`config.mk`:
```
export PLATFORM = sky130hd
export DESIGN_NAME = imm_extend_stage
export DESIGN_NICKNAME = d
export VERILOG_FILES = /design/src/rtl/imm_extend_stage.sv
export SDC_FILE = /design/constraint.sdc
export NUM_CORES = 1
export LEC_CHECK = 0
export ABC_AREA = 1
export ABC_CLOCK_PERIOD_IN_PS = 8600
export BUFFER_PORTS_ARGS = -buffer_cell sky130_fd_sc_hd__buf_4
export CORE_UTILIZATION = 57
export CTS_CLUSTER_SIZE = 12
export DETAILED_ROUTE_END_ITERATION = 7
export PLACE_DENSITY = 0.81
export SETUP_SLACK_MARGIN = 0.15
export SLEW_MARGIN = 20
export SYNTH_ARGS = -nofsm -noshare
export SYNTH_HDL_FRONTEND = slang
export SYNTH_SLANG_ARGS = --single-unit
```
`constraint.sdc`:
```
create_clock -name CLK -period 8.6 [get_ports CLK]
set_clock_uncertainty 0.2 [all_clocks]
set_input_delay 2.58 -clock CLK [delete_from_list [all_inputs] [get_ports CLK]]
set_output_delay 2.58 -clock CLK [all_outputs]
set_load 0.005 [all_outputs]
```
`src/rtl/imm_extend_stage.sv`:
```
// Immediate extraction/extension stage for the LEGv8 pipeline.
// Decodes I/D/B/CB/IW immediates into a 2-entry valid/ready buffer.
module imm_extend_stage #(
    parameter int DATA_W   = 64,
    parameter bit SHIFT_EN = 1'b1
) (
    input  logic              CLK,
    input  logic              Reset,
    input  logic              Flush,
    input  logic              InValid,
    output logic              InReady,
    input  logic [31:0]       Instr,
    input  logic [2:0]        Ctrl,
    output logic              OutValid,
    input  logic              OutReady,
    output logic [DATA_W-1:0] BusImm,
    output logic              BadCtrl
);

    logic        is_i;
    logic        is_d;
    logic        is_b;
    logic        is_cb;
    logic        is_iw;
    logic [63:0] ext;
    logic [63:0] iw_val;
    logic        bad;

    logic              unused_instr;
    logic [DATA_W-1:0] imm_q [2];
    logic              bad_q [2];
    logic              rd_ptr;
    logic              wr_ptr;
    logic [1:0]        count;
    logic              accept;
    logic              pop;

    assign unused_instr = ^Instr[31:26];

    assign is_i  = (Ctrl == 3'b000);
    assign is_d  = (Ctrl == 3'b001);
    assign is_b  = (Ctrl == 3'b010);
    assign is_cb = (Ctrl == 3'b011);
    assign is_iw = (Ctrl == 3'b100);

    assign iw_val = {48'd0, Instr[20:5]} << {Instr[22:21], 4'd0};

    always_comb begin
        ext = '0;
        bad = 1'b0;
        unique case (1'b1)
            is_i: begin
                ext = {52'd0, Instr[21:10]};
                if (SHIFT_EN && Instr[22]) begin
                    ext = {40'd0, Instr[21:10], 12'd0};
                end
            end
            is_d: begin
                ext = {{55{Instr[20]}}, Instr[20:12]};
            end
            is_b: begin
                ext = {{36{Instr[25]}}, Instr[25:0], 2'b00};
            end
            is_cb: begin
                ext = {{43{Instr[23]}}, Instr[23:5], 2'b00};
            end
            is_iw: begin
                // Upper halfwords do not exist on a 32-bit datapath.
                if ((DATA_W == 32) && Instr[22]) begin
                    bad = 1'b1;
                end else begin
                    ext = iw_val;
                end
            end
            default: begin
                bad = 1'b1;
            end
        endcase
    end

    assign InReady  = (count != 2'd2);
    assign OutValid = (count != 2'd0);
    assign accept   = InValid && InReady;
    assign pop      = OutValid && OutReady;

    always_ff @(posedge CLK) begin
        if (Reset || Flush) begin
            count  <= 2'd0;
            rd_ptr <= 1'b0;
            wr_ptr <= 1'b0;
        end else begin
            if (accept) begin
                wr_ptr <= ~wr_ptr;
            end
            if (pop) begin
                rd_ptr <= ~rd_ptr;
            end
            if (accept && !pop) begin
                count <= count + 2'd1;
            end else if (pop && !accept) begin
                count <= count - 2'd1;
            end
        end
    end

    // Storage needs no reset; the output mux hides it while empty.
    always_ff @(posedge CLK) begin
        if (accept && !Reset && !Flush) begin
            imm_q[wr_ptr] <= ext[DATA_W-1:0];
            bad_q[wr_ptr] <= bad;
        end
    end

    assign BusImm  = OutValid ? imm_q[rd_ptr] : '0;
    assign BadCtrl = OutValid ? bad_q[rd_ptr] : 1'b0;

endmodule

```
==> flow_summary.ini, run 1 <==
[outcome]
status = completed

[setup_path]
reg2reg_from = count[0]
worstPathRequired_ns = 5.82
worst-path-max-fanout = 43
cp.arrival_ns = 2.35
crit_type = flop to output port
crit_path_end_kind = output port
r2r_setup_slack_ns = 6.35
crit_path_start_kind = flop
rr_endpoint = imm_q[0][51]
ff2ff_path_depth = 7

[floorplan]
rows = 39
core_area_um2 = 11500
die-area_um2 = 12300
io_pins = 107
die_h_um = 111
start_util = 0.590
fp.dieW_um = 111

[sta]
fmax_mhz = 195
rsz0062_at_grt = false
hold_violations = 0
finalCriticalPeriod_ns = 5.13
setup_viol = 0
slew_headroom = 0.327
setup-tns-final_ns = 0
slew_viol_final = 0
period_share = 0.596
tightest_slew_ns = 1.01

[power]
swShare = 0.231
netSwitchingPower_mw = 0.397
p_clk_frac = 0.455
powerDensity_nw_per_um2 = 212
ir_drop_v = 0.000176
p_leak_nw = 3.58
p_comb_frac = 0.110
total_power_mw = 1.72
internal_power_mw = 1.32
seq_power_share = 0.435

[layout]
fillers = 858
area_delta_synth_final_pct = 20.2
layout-drive-gt1-share = 0.175
layout_commonest_cell = nand2_1
n_antenna_cell = 0
mostFrequentLayoutCells = nand2_1, edfxtp_1, buf_4
final_nets = 880

[global_routing]
grt_start_max_net_pins = 67
first_global_vias = 5487
grtUsageTotal = 0.291
antenna_found_initial = 0
grt_pass1_wl_um = 27800
overflow = 0

[yosys]
avgSynthCellArea_um2 = 8.79
synth_area_um2 = 6760
seq_area_frac_synth = 0.592
ys_seq_elements = 135
synth_top_cell_area_share = 0.577
yosys.area.top_type = edfxtp_1
postSynthCellCount = 769
syn_nets = 810
ys_warn_count = 0
synthTopCellsByArea = edfxtp_1, nand2_1, nand3_1
ys_types = 23

[clocking]
path_clk_slew_ns = 0.06
insertion_delay_ns = 0.42
clock_sinks = 135
post-cts-setup-buffers = 0
clk_path_buf_depth = 2
cts_tree = built
cts_hold_buf = 0
h-tree-depth = 4
cts_buffers = 17
cts_resized = 0
root_buffer = clkbuf_16

[drt]
drt_iter0_markers = 573
wl_per_cell_um = 17.6
firstDrtPassIters = 6
via_count = 5776
drc = 0
vias_per_cell = 5.81
wirelength_um = 17500
ant_nets = 0

[place]
numPortBuffers = 100
routabilityCongestion = 0.930
place_hpwl_um = 10800

[run]
maxCapViolCount = 0

[min_path]
hold_depth = 2
hold_start = wr_ptr
hold_path_end = wr_ptr
holdCritPathClass = flop to flop
==> state kept, by name (all words and copies together) (netlist names), named ones only <==
name,flops
imm_q,128
count,2
bad_q,2
wr_ptr,1
rd_ptr,1
==> power groups by stage <==
stage | combinational (mW) | sequential [mW] | clock (mW)
4_1_cts | 0.188 | 0.748 | 0.787
3_3_place_gp | 0.181 | 0.760 | 0
2_1_floorplan | 0.104 | 0.761 | 0
6_report | 0.189 | 0.748 | 0.783
5_1_grt | 0.207 | 0.749 | 0.813
3_5_place_dp | 0.186 | 0.761 | 0
==> per-stage QoR <==
stage	hold WS, ns	cell area (um^2)	instances	worst slack, ns	util
6_report	0.277	8130	995	3.47	0.709
5_1_grt	0.314	8130	995	3.41	0.709
4_1_cts	0.274	8130	995	3.49	0.709
3_5_place_dp	0.266	7490	963	3.56	0.653
3_3_place_gp	0.253	7490	963	3.61	0.653
2_1_floorplan	0.242	6760	769	0.528	-
==> logic make-up (layout without fill, tap and decap cells) <==
group / Yosys count / in the layout / synth area share
AOI/OAI and AO/OA: 69 / 69 / 0.0511
adders and majority gates: 1 / 1 / 0.00185
DFF: 135 / 135 / 0.592
buffers and inverters: 92 / 175 / 0.0589
and+or+nand+nor: 472 / 472 / 0.296
==> cell type report <==
type,count,area [um^2],area share
Clock inverter,13,200,0.0246
Sequential cell,135,4010,0.493
Multi-Input combinational cell,542,2380,0.293
Tap cell,143,179,0.0220
Clock buffer,19,433,0.0533
Timing Repair Buffer,105,788,0.0970
Inverter,38,143,0.0176
==> layer usage <==
| layer | track usage | vias up | wire (um) |
|---|---|---|---|
| li1 | - | 2727 | - |
| met1 | 0.383 | 2682 | 7050 |
| met2 | 0.467 | 317 | 8470 |
| met3 | 0.0722 | 50 | 1490 |
| met4 | 0.111 | 0 | 490 |
| met5 | 0 | - | 0 |
==> cell usage after synthesis <==
master / number
buf_1: 12
a21oi_1: 68
ha_1: 1
nand4_2: 2
nor2_1: 84
o21ai_0: 1
nor2_2: 1
nand3_1: 84
nand4_1: 25
nand2_1: 268
clkbuf_1: 18
buf_6: 2
inv_1: 34
buf_4: 4
buf_2: 18
nor2_4: 2
nand3_4: 1
nand2_2: 1
inv_2: 4
nand3_2: 1
dfxtp_1: 5
edfxtp_1: 130
nor3_1: 3
==> critical path, cell delays in order (launching register included) <==
cell and delay [ns]:
dfxtp_2 0.32, clkinv_1 0.60, buf_4 0.55, nand2_1 0.17, a21oi_1 0.09, buf_4 0.18
==> how the worst max path moves through the flow <==
stage,end,slack [ns],cells after the start
3_5_place_dp,imm_q[0][63],3.56,4
4_1_cts,BusImm[43],3.49,5
2_1_floorplan,bad_q[1],0.53,3
3_3_place_gp,imm_q[0][27],3.61,4
6_report,BusImm[43],3.47,5
5_1_grt,BusImm[26],3.41,5
Note: power is estimated with default switching activity, not from simulation.
==> run 2: changes to the inputs <==
- ABC_AREA: 1 -> 0
- ABC_CLOCK_PERIOD_IN_PS: 8600 -> 4900
- CORE_UTILIZATION: 57 -> 56
- PLACE_DENSITY: 0.81 -> 0.8
- clock period: 8.6 -> 4.9 ns (I/O delays scaled with it)
==> run 2 against run 1 <==
Count of clock-buffer cells in the layout decreased by 1. Clock power increased by 53%. Via count decreased by 25%. Design area decreased by 5.1%.
==> flow_summary.ini, run 2 <==
[global_routing]
antenna_found_initial = 0
grt_pass1_wl_um = 22300
overflow = 0
first_global_vias = 4198
grt_start_max_net_pins = 66
grtUsageTotal = 0.262

[power]
p_leak_nw = 2.69
ir_drop_v = 0.000307
powerDensity_nw_per_um2 = 368

[layout]
finalInstanceArea_um2 = 7710
largest-register = imm_q
reg_top3 = imm_q: 128 flops, bad_q: 2 flops, count: 2 flops
fillers = 754
final-seq-area_um2 = 4010
largest_reg_flops = 128
area_delta_synth_final_pct = 20.8
mostFrequentLayoutCells = edfxtp_1, buf_4, nor2_1
layout-drive-gt1-share = 0.270
final_nets = 596
finish.utilization = 0.702
n_antenna_cell = 0
final_cells = 707
layout_commonest_cell = edfxtp_1
multi_input_area_um2 = 2150

[drt]
route.met3.wl_um = 1420
top_layer = met4
wl_met1_um = 5750
firstDrtPassIters = 7
drc = 0
drt_iter0_markers = 523
vias_per_cell = 6.15
ant_nets = 0
via_count = 4345
wl_met2_um = 7180
wl_per_cell_um = 20.6
wirelength_um = 14600

[floorplan]
io_pins = 107
start_util = 0.581
die_h_um = 109
fp.dieW_um = 109
rows = 38
die-area_um2 = 11800
core_area_um2 = 11000

[yosys]
yosysMostFrequentCell = edfxtp_1
ys_warn_count = 0
postSynthCellCount = 478
avgSynthCellArea_um2 = 13.4
synth_area_um2 = 6380
ys_async_sr_fraction = 0
ys_seq_elements = 135
seq_area_frac_synth = 0.627
yosys-top-cells-count = edfxtp_1, nor2_1, mux2i_1
syn_nets = 519
synthFlopType = edfxtp_1
synthTopCellsByArea = edfxtp_1, mux2i_1, o2bb2ai_1
ys_types = 41
synth_top_cell_area_share = 0.611
yosys.area.top_type = edfxtp_1
synth_edf_count = 130

[setup_path]
crit_path_end_kind = output port
ff2ff_path_depth = 5
worst-path-max-fanout = 44
cp.arrival_ns = 2.18
crit_type = flop to output port
crit_path_start_kind = flop
worstPathRequired_ns = 3.23
r2r_setup_slack_ns = 2.56
rr_endpoint = imm_q[0][35]
reg2reg_from = count[0]

[clocking]
insertion_delay_ns = 0.41
clk_path_buf_depth = 2
h-tree-depth = 4
clock_sinks = 135
post-cts-setup-buffers = 0
cts_hold_buf = 0
cts_tree = built
root_buffer = clkbuf_16
cts_buffers = 17
path_clk_slew_ns = 0.06
cts_resized = 0

[sta]
slew_headroom = 0.338
slew_viol_final = 0
period_share = 0.786
setup_viol = 0
whs_ns = 0.305
finalCriticalPeriod_ns = 3.85
rsz0062_at_grt = false
tightest_slew_ns = 0.991
setup-tns-final_ns = 0
fmax_mhz = 260
hold_violations = 0

[place]
placed_area_um2 = 7140
place_hpwl_um = 8780
dp_cells = 676
routabilityCongestion = 0.863
numPortBuffers = 100

[min_path]
hold_path_end = rd_ptr
holdCritPathClass = flop to flop
hold_start = rd_ptr
hold_depth = 2

[outcome]
status = completed

[run]
maxCapViolCount = 0
run 2: changes by cell type after synthesis, sizes merged, moves of 10 or more:
cell,change
a21oi,-51
a221o,+15
inv,-32
mux2i,+67
nand2,-259
nand3,-85
nand4,-27
nor2,-14
o21ai,+10
o2bb2ai,+37
run 2: cells by family after synthesis:
| group | synth area share |
|---|---|
| fa+ha+maj | 0.00196 |
| simple gates | 0.0770 |
| flops | 0.627 |
| mux | 0.121 |
| compound gates | 0.126 |
| buf+inv | 0.0419 |
| xor+xnor | 0.00412 |
run 2: layout make-up:
class | instances | area share
clock buffers | 18 | 0.0556
clock inverters | 13 | 0.0174
inverters | 6 | 0.00292
multi-input cells | 289 | 0.279
flip-flops and latches | 135 | 0.520
well taps | 140 | 0.0227
repair buffers | 106 | 0.103
run 2: metrics by stage:
step                setup WS (ns)  power (mW)
detailed placement           1.26        1.66
global route                0.924        2.93
CTS                          1.03        2.85
global placement             1.34        1.65
floorplan                  -0.220        1.52
finish                       1.05        2.84
run 2: worst max path at each step:
stage          startpoint            to  slack [ns]  depth (start not counted)
5_1_grt          count[0]    BusImm[37]        0.92                          4
2_1_floorplan       Flush      bad_q[0]       -0.22                          3
3_3_place_gp      Ctrl[2]  imm_q[0][34]        1.34                          4
4_1_cts          count[0]    BusImm[57]        1.03                          4
3_5_place_dp      Ctrl[2]  imm_q[1][42]        1.26                          4
6_report             flop    BusImm[16]        1.05                          4
run 2: metal layers:
metal	vias up	track usage
li1	1982	-
met1	2127	0.344
met2	217	0.412
met3	19	0.0807
met4	0	0.0985
met5	-	0
run 2: where the power goes:
part,total (mW),internal (mW),switching (mW)
registers,1.32,1.30,0.0151
logic,0.322,0.139,0.182
clock network,1.20,0.739,0.458
run 2: worst max-delay path, stage by stage, from the launching register on:
cell	delay, ns
dfxtp_4	0.85
buf_4	0.38
mux2i_1	0.27
nor2_1	0.06
buf_4	0.17
==> run 3: changes to the inputs <==
- ABC_CLOCK_PERIOD_IN_PS: 4900 -> 3500
- CORE_UTILIZATION: 56 -> 51
- PLACE_DENSITY: 0.8 -> 0.77
- clock period: 4.9 -> 3.5 ns (I/O delays scaled with it)
==> run 3 against run 2 <==
Combinational power rose by 44%. Die area increased by 9.6%. Critical path depth unchanged. Sequential power is 39% higher. Largest power group unchanged.
==> flow_summary.ini, run 3 (same netlist as run 2, synthesis figures left out) <==
[outcome]
status = completed

[layout]
final_nets = 599
finish.utilization = 0.644
layout-drive-gt1-share = 0.267
n_antenna_cell = 0
reg_top3 = imm_q: 128 flops, bad_q: 2 flops, count: 2 flops
mostFrequentLayoutCells = edfxtp_1, buf_4, nor2_1
area_delta_synth_final_pct = 22.2
layout_commonest_cell = edfxtp_1
largest-register = imm_q
largest_reg_flops = 128
fillers = 911

[setup_path]
r2r_setup_slack_ns = 1.40
crit_path_end_kind = output port
worstPathRequired_ns = 2.25
setup.worst_path.end = BusImm[16]
worst-path-max-fanout = 20
crit_type = flop to output port
cp.arrival_ns = 1.82
crit_path_start_kind = flop
reg2reg_from = count[1]
ff2ff_path_depth = 7
rr_endpoint = count[1]

[drt]
vias_per_cell = 5.88
ant_nets = 0
firstDrtPassIters = 5
wirelength_um = 14300
wl_per_cell_um = 19.3
via_count = 4337
drt_iter0_markers = 480
drc = 0

[floorplan]
start_util = 0.527
fp.dieW_um = 114
die-area_um2 = 13000
rows = 40
io_pins = 107
core_area_um2 = 12100
die_h_um = 114

[clocking]
clk_path_buf_depth = 2
h-tree-depth = 4
cts_resized = 0
cts_buffers = 17
clock_sinks = 135
path_clk_slew_ns = 0.05
cts_hold_buf = 0
post-cts-setup-buffers = 0
insertion_delay_ns = 0.40
cts_tree = built
root_buffer = clkbuf_16

[sta]
slew_headroom = 0.226
rsz0062_at_grt = false
period_share = 0.877
tightest_slew_ns = 1.15
whs_ns = 0.300
setup-tns-final_ns = 0
hold_violations = 0
finalCriticalPeriod_ns = 3.07
fmax_mhz = 326
finalWorstSetupSlack_ns = 0.431
slew_viol_final = 0
setup_viol = 0

[power]
internal_power_mw = 3.06
powerDensity_nw_per_um2 = 505
p_comb_frac = 0.118
p_clk_frac = 0.415
total_power_mw = 3.94
netSwitchingPower_mw = 0.882
ir_drop_v = 0.000294
swShare = 0.224
p_leak_nw = 2.74
seq_power_share = 0.467

[global_routing]
grt_pass1_wl_um = 22000
grt_start_max_net_pins = 67
first_global_vias = 4167
grtUsageTotal = 0.226
overflow = 0
antenna_found_initial = 0

[place]
dp_slack_ns = 0.515
numPortBuffers = 100
routabilityCongestion = 0.856
place_hpwl_um = 8900

[run]
maxCapViolCount = 0

[min_path]
holdCritPathClass = flop to flop
hold_start = rd_ptr
==> run 3: cell types whose count changed in the layout (fill, tap and decap cells not counted) <==
| cell | change |
|---|---|
| clkinv_2 | +3 |
| or2_2 | -1 |
| clkinvlp_4 | -7 |
| nor3_1 | +1 |
| buf_12 | +4 |
| clkinv_4 | +1 |
| clkbuf_1 | +2 |
| nor3_2 | -1 |
| buf_4 | -1 |
| or2_4 | +1 |
| clkinv_1 | +1 |
==> run 3: layer usage <==
metal	vias to the layer above	routed length, um	share of wire	global-route usage
met1	2057	5820	0.41	0.302
met3	36	1170	0.082	0.0606
li1	1997	-	-	-
met5	-	0	0	0
met2	247	6910	0.49	0.348
met4	0	352	0.025	0.0996
==> run 3: worst max-delay path, stage by stage, from the launching register on <==
cell and delay [ns]:
dfxtp_4 0.56, buf_4 0.34, mux2i_1 0.25, nor2_1 0.09
buf_4 0.15
==> run 3: layout make-up <==
cell class	count	area [um^2]	share of cell area
Clock buffer	20	437	0.0560
Clock inverter	11	109	0.0140
Inverter	6	22.5	0.00289
Multi-Input combinational cell	289	2150	0.275
Sequential cell	135	4010	0.514
Tap cell	168	210	0.0269
Timing Repair Buffer	109	868	0.111
==> run 3: metrics by stage <==
step	std cells	cell area, um^2
floorplan	478	6420
global placement	707	7250
detailed placement	707	7250
CTS	738	7800
global route	738	7800
finish	738	7800
==> run 3: power by group through the flow <==
stage | sequential (mW) | clock, mW | combinational [mW]
floorplan | 1.86 | 0 | 0.262
global route | 1.84 | 1.73 | 0.502
detailed placement | 1.87 | 0 | 0.464
CTS | 1.84 | 1.66 | 0.466
global placement | 1.87 | 0 | 0.450
finish | 1.84 | 1.64 | 0.465
==> run 3: worst min-delay path by stage <==
stage,to,slack [ns],depth (start not counted)
after floorplan,flop,0.27,2
after global placement,rd_ptr,0.29,2
after detailed placement,flop,0.29,2
after CTS,flop,0.30,2
after global routing,flop,0.35,2
final,flop,0.30,2
